--- config.mk ---
export PLATFORM = sky130hd
export DESIGN_NAME = vid_pattern_gen
export DESIGN_NICKNAME = d
export VERILOG_FILES = /design/src/rtl/vid_pattern_gen.sv
export SDC_FILE = /design/constraint.sdc
export NUM_CORES = 1
export LEC_CHECK = 0
export BUFFER_PORTS_ARGS = -buffer_cell sky130_fd_sc_hd__buf_2
export CORE_MARGIN = 2
export CORE_UTILIZATION = 39
export CTS_CLUSTER_DIAMETER = 80
export DETAILED_ROUTE_END_ITERATION = 7
export SYNTH_ARGS = -nofsm -noshare
export SYNTH_HDL_FRONTEND = slang
export SYNTH_SLANG_ARGS = --single-unit
--- constraint.sdc ---
create_clock -name clk_i -period 6.1 [get_ports clk_i]
set_input_delay 0.61 -clock clk_i [delete_from_list [all_inputs] [get_ports clk_i]]
set_output_delay 0.61 -clock clk_i [all_outputs]
set_load 0.03 [all_outputs]
--- src/rtl/vid_pattern_gen.sv ---
// rtl/vid_pattern_gen.sv - video raster source with valid/ready beats and four test patterns
module vid_pattern_gen #(
  parameter int XResolution = 1920,
  parameter int YResolution = 1080,
  parameter int HFrontPorch = 88,
  parameter int HSyncWidth  = 44,
  parameter int HBackPorch  = 148,
  parameter int VFrontPorch = 4,
  parameter int VSyncWidth  = 5,
  parameter int VBackPorch  = 36
) (
  input  logic       clk_i,
  input  logic       rst_i,
  input  logic       enable_i,
  input  logic [1:0] pattern_i,
  output logic [7:0] r_o,
  output logic [7:0] g_o,
  output logic [7:0] b_o,
  output logic       hsync_o,
  output logic       vsync_o,
  output logic       vde_o,
  output logic       valid_o,
  input  logic       ready_i,
  output logic [7:0] frame_cnt_o
);

  localparam int HTotal = XResolution + HFrontPorch + HSyncWidth + HBackPorch;
  localparam int VTotal = YResolution + VFrontPorch + VSyncWidth + VBackPorch;
  localparam int XW     = $clog2(HTotal);
  localparam int YW     = $clog2(VTotal);

  localparam int Bar1 = 1 * XResolution / 8;
  localparam int Bar2 = 2 * XResolution / 8;
  localparam int Bar3 = 3 * XResolution / 8;
  localparam int Bar4 = 4 * XResolution / 8;
  localparam int Bar5 = 5 * XResolution / 8;
  localparam int Bar6 = 6 * XResolution / 8;
  localparam int Bar7 = 7 * XResolution / 8;

  logic [XW-1:0] x;
  logic [YW-1:0] y;
  logic [1:0]    pat;

  logic [31:0] xi, yi;
  logic        first, last_x, last_y, load;
  logic [1:0]  cur_pat;
  logic        n_vde, n_hsync, n_vsync;
  logic [23:0] bar_rgb, n_rgb;

  assign xi     = 32'(x);
  assign yi     = 32'(y);
  assign first  = (x == '0) && (y == '0);
  assign last_x = (x == XW'(HTotal - 1));
  assign last_y = (y == YW'(VTotal - 1));
  assign load   = !valid_o || ready_i;

  // The (0,0) beat takes pattern_i directly so the new frame starts in the new pattern.
  assign cur_pat = first ? pattern_i : pat;

  always_comb begin
    n_vde   = (xi < XResolution) && (yi < YResolution);
    n_hsync = (xi >= XResolution + HFrontPorch) &&
              (xi <  XResolution + HFrontPorch + HSyncWidth);
    n_vsync = (yi >= YResolution + VFrontPorch) &&
              (yi <  YResolution + VFrontPorch + VSyncWidth);

    if      (xi < Bar1) bar_rgb = 24'hFFFFFF;
    else if (xi < Bar2) bar_rgb = 24'hFFFF00;
    else if (xi < Bar3) bar_rgb = 24'h00FFFF;
    else if (xi < Bar4) bar_rgb = 24'h00FF00;
    else if (xi < Bar5) bar_rgb = 24'hFF00FF;
    else if (xi < Bar6) bar_rgb = 24'hFF0000;
    else if (xi < Bar7) bar_rgb = 24'h0000FF;
    else                bar_rgb = 24'h000000;

    case (cur_pat)
      2'd0:    n_rgb = bar_rgb;
      2'd1:    n_rgb = {xi[7:0], yi[7:0], frame_cnt_o};
      2'd2:    n_rgb = (xi[4] ^ yi[4]) ? 24'hFFFFFF : 24'h000000;
      default: n_rgb = {frame_cnt_o, frame_cnt_o, frame_cnt_o};
    endcase

    if (!n_vde) n_rgb = 24'h000000;
  end

  always_ff @(posedge clk_i or posedge rst_i) begin
    if (rst_i) begin
      x           <= '0;
      y           <= '0;
      pat         <= 2'd0;
      r_o         <= 8'd0;
      g_o         <= 8'd0;
      b_o         <= 8'd0;
      hsync_o     <= 1'b0;
      vsync_o     <= 1'b0;
      vde_o       <= 1'b0;
      valid_o     <= 1'b0;
      frame_cnt_o <= 8'd0;
    end else if (load) begin
      if (enable_i) begin
        {r_o, g_o, b_o} <= n_rgb;
        hsync_o         <= n_hsync;
        vsync_o         <= n_vsync;
        vde_o           <= n_vde;
        valid_o         <= 1'b1;
        if (first) pat <= pattern_i;
        if (last_x) begin
          x <= '0;
          if (last_y) begin
            y           <= '0;
            frame_cnt_o <= frame_cnt_o + 8'd1;
          end else begin
            y <= y + 1'b1;
          end
        end else begin
          x <= x + 1'b1;
        end
      end else begin
        // Only reached once the pending beat is taken, so no beat is ever withdrawn.
        valid_o <= 1'b0;
      end
    end
  end

endmodule

==> impl_metrics.py <==
metrics = {
    "clock_network": {
        "numCtsBuffers": 9,
        "cts_root_buf": "clkbuf_8",
        "cts_resized": 0,
        "cts_tree": "built",
        "clockBufferDepth": 2,
        "htree_num_levels": 3,
        "post-cts-setup-buffer-count": 0,
        "insertion_delay_ns": 0.35,
        "ctsHoldBuffers": 0,
        "cts.sinks": 61,
        "clkTransAtPathRegs_ns": 0.07,
    },
    "routing": {
        "wire_per_inst_um": 17.21,
        "drt_first_pass_iters": 4,
        "ant_nets": 0,
        "post-route-drc-count": 0,
        "viasPerCell": 5.582,
        "wirelength_um": 8398,
        "drtIter0Drc": 162,
        "vias": 2724,
    },
    "synthesis": {
        "avgSynthCellArea_sq_um": 9.519,
        "yosysMostFrequentCell": "dfrtp_1",
        "yosysSeqAreaShare_pct": 46.62,
        "yosysWarnings": 0,
        "synthArstFlopShare_pct": 100.0,
        "synth_enable_flop_cells": 0,
        "syn-num-nets": 355,
        "syn_area_sq_um": 3274,
        "yosys.area.top_type_share_pct": 46.62,
        "synthTopCellsByCount": "dfrtp_1, nand2_1, o21ai_0",
        "yosys-top-cells-area": "dfrtp_1, nand2_1, o21ai_0",
        "ys_ff_latch": 61,
        "ys.flop_type": "dfrtp_1",
        "syn_inst": 344,
        "yosysTopAreaCell": "dfrtp_1",
        "synth_cell_types": 56,
    },
    "sta": {
        "finalCritPeriodShare_pct": 42.98,
        "finalHoldViolCount": 0,
        "finalSetupTns_ns": 0,
        "finClkSkew_ns": 0.007774,
        "min_period_ns": 2.622,
        "worst_pin_slew_ns": 0.9126,
        "setup_viol": 0,
        "maxSlewViolCount": 0,
        "rsz0062_at_grt": "false",
        "fmax_mhz": 381.4,
        "relSlewSlack_pct": 38.65,
    },
    "grt": {
        "grt_max_degree": 62,
        "grt_pass1_vias": 2617,
        "grt_antenna_before_repair": 0,
        "overflow": 0,
        "track_usage_pct": 19.68,
        "grt_pass1_wl_um": 13670,
    },
    "floorplanning": {
        "ioPinCount": 42,
        "rows": 33,
        "die_x_um": 95.63,
        "initial_core_util_pct": 40.05,
        "die-area_sq_um": 9145,
        "die_h_um": 95.63,
        "core_sq_um": 8175,
    },
    "outcome": {
        "status": "finished, final reports clean",
    },
    "placement": {
        "port-buffer-count": 41,
        "post_dp_cell_area_sq_um": 3528,
        "place_hpwl_um": 5841,
        "place_congestion": 0.8918,
    },
    "worst_setup_path": {
        "worstPathRequired_ns": 6.37,
        "arrival_ns": 2.89,
        "critPathMaxStageDelay_ns": 0.64,
        "crit_path_start_kind": "register",
        "worstPathCellList": "inv_1, ha_1, nor4bb_1, nand3_1, nor2_4, mux2i_1, a21oi_1, o21ai_0",
        "critPathKind": "reg2reg",
        "critPathMaxFanout": 8,
        "endpoint_kind": "register",
        "cp_slowest_cell": "mux2i_1",
    },
    "flow_run": {
        "cap_violations": 0,
    },
    "cells_and_area": {
        "final_nets": 389,
        "diodes": 0,
        "fin_area_sq_um": 3744,
        "drive_above_1_share_pct": 19.32,
        "fillers": 778,
        "syn2layout_area_growth_pct": 14.33,
    },
    "power": {
        "peakVddDrop_mv": 0.09635,
        "power_density_nw_per_um2": 280.7,
        "p_leak_nw": 1.655,
    },
    "min_path": {
        "hold_class": "in2async",
    },
}
-- report_power, final --
group          switching [mW]  internal [mW]  leakage (nW)
Combinational           0.110         0.0556         0.757
Clock                   0.166          0.229        0.0985
Sequential             0.0525          0.438         0.799
-- per-stage QoR --
stage                     utilization (%)  setup WS [ns]  power, mW  cells  hold WS [ns]
after floorplan                         -          3.946     0.6093    344        0.5051
after global placement              43.16          3.484     0.6610    472        0.4675
after detailed placement            43.16          3.509     0.6632    472        0.4647
after CTS                           45.79          3.495      1.061    488        0.4813
after global routing                45.79          3.250      1.104    488        0.5064
final                               45.79          3.478      1.051    488        0.4662
-- worst paths after layout --
| path | end | depth (start not counted) | from | slack (ns) |
|---|---|---|---|---|
| min in group clk_i | vde_o | 1 | vde_o | 0.48 |
| setup / recovery | g_o[7] | 8 | x[0] | 3.48 |
| setup reg to reg | g_o[7] | 8 | x[0] | 3.48 |
| hold / removal | r_o[7] | 3 | rst_i | 0.47 |
| hold reg to reg | vde_o | 1 | vde_o | 0.48 |
| max in group asynchronous | y[8] | 3 | rst_i | 5.12 |
-- flip-flops by register name (all words and copies together), names as in the netlist --
register     flops
x               12
y               11
b_o              8
frame_cnt_o      8
g_o              8
r_o              8
pat              2
hsync_o          1
valid_o          1
vde_o            1
vsync_o          1
-- cell type report --
class / count / area, sq um / share of cell area (%)
multi-input cells: 252 / 1609 / 42.98
flip-flops and latches: 61 / 1526 / 40.78
repair buffers: 43 / 220.2 / 5.882
well taps: 105 / 131.4 / 3.509
clock buffers: 10 / 127.6 / 3.409
clock inverters: 6 / 87.58 / 2.340
inverters: 11 / 41.29 / 1.103
-- cells by family after synthesis --
| group | Yosys count | synth area share, % |
|---|---|---|
| flops | 61 | 46.62 |
| simple gates | 129 | 21.40 |
| compound gates | 86 | 16.74 |
| buf+inv | 31 | 4.241 |
| xor+xnor | 25 | 6.687 |
| fa+ha+maj | 5 | 1.911 |
| mux | 7 | 2.407 |
-- worst max-delay path: cells and delay by family, from the launching register on --
family	cells	cell delay (ns)
simple gates	3	0.86
mux	1	0.64
flops	1	0.43
compound gates	2	0.36
fa+ha+maj	1	0.15
buf+inv	1	0.10
-- layer usage --
| layer | GRT usage (%) | routed length [um] |
|---|---|---|
| met5 | 0 | 0 |
| met4 | 6.905 | 160 |
| met3 | 4.743 | 334 |
| met2 | 29.14 | 3822 |
| met1 | 28.06 | 4081 |
-- cell usage in the layout (no fill, tap or decap), drive strengths merged, types with 2 or more instances in the layout --
cell type / count
a22oi: 8
or3: 2
xor2: 10
mux2: 4
nand2b: 3
a31oi: 2
clkbuf: 10
nor3b: 2
or4: 2
bufinv: 2
nor4: 7
ha: 5
nor4bb: 2
a41oi: 2
and3: 2
a221oi: 8
dfrtp: 61
nor2: 22
and4: 4
xnor2: 15
a21oi: 18
inv: 11
nor3: 6
buf: 43
nand3: 6
clkinvlp: 3
and2: 2
nand2: 51
mux2i: 3
o21ai: 37
nand4: 14
a2111oi: 3
(Power assumes the default switching activity.)
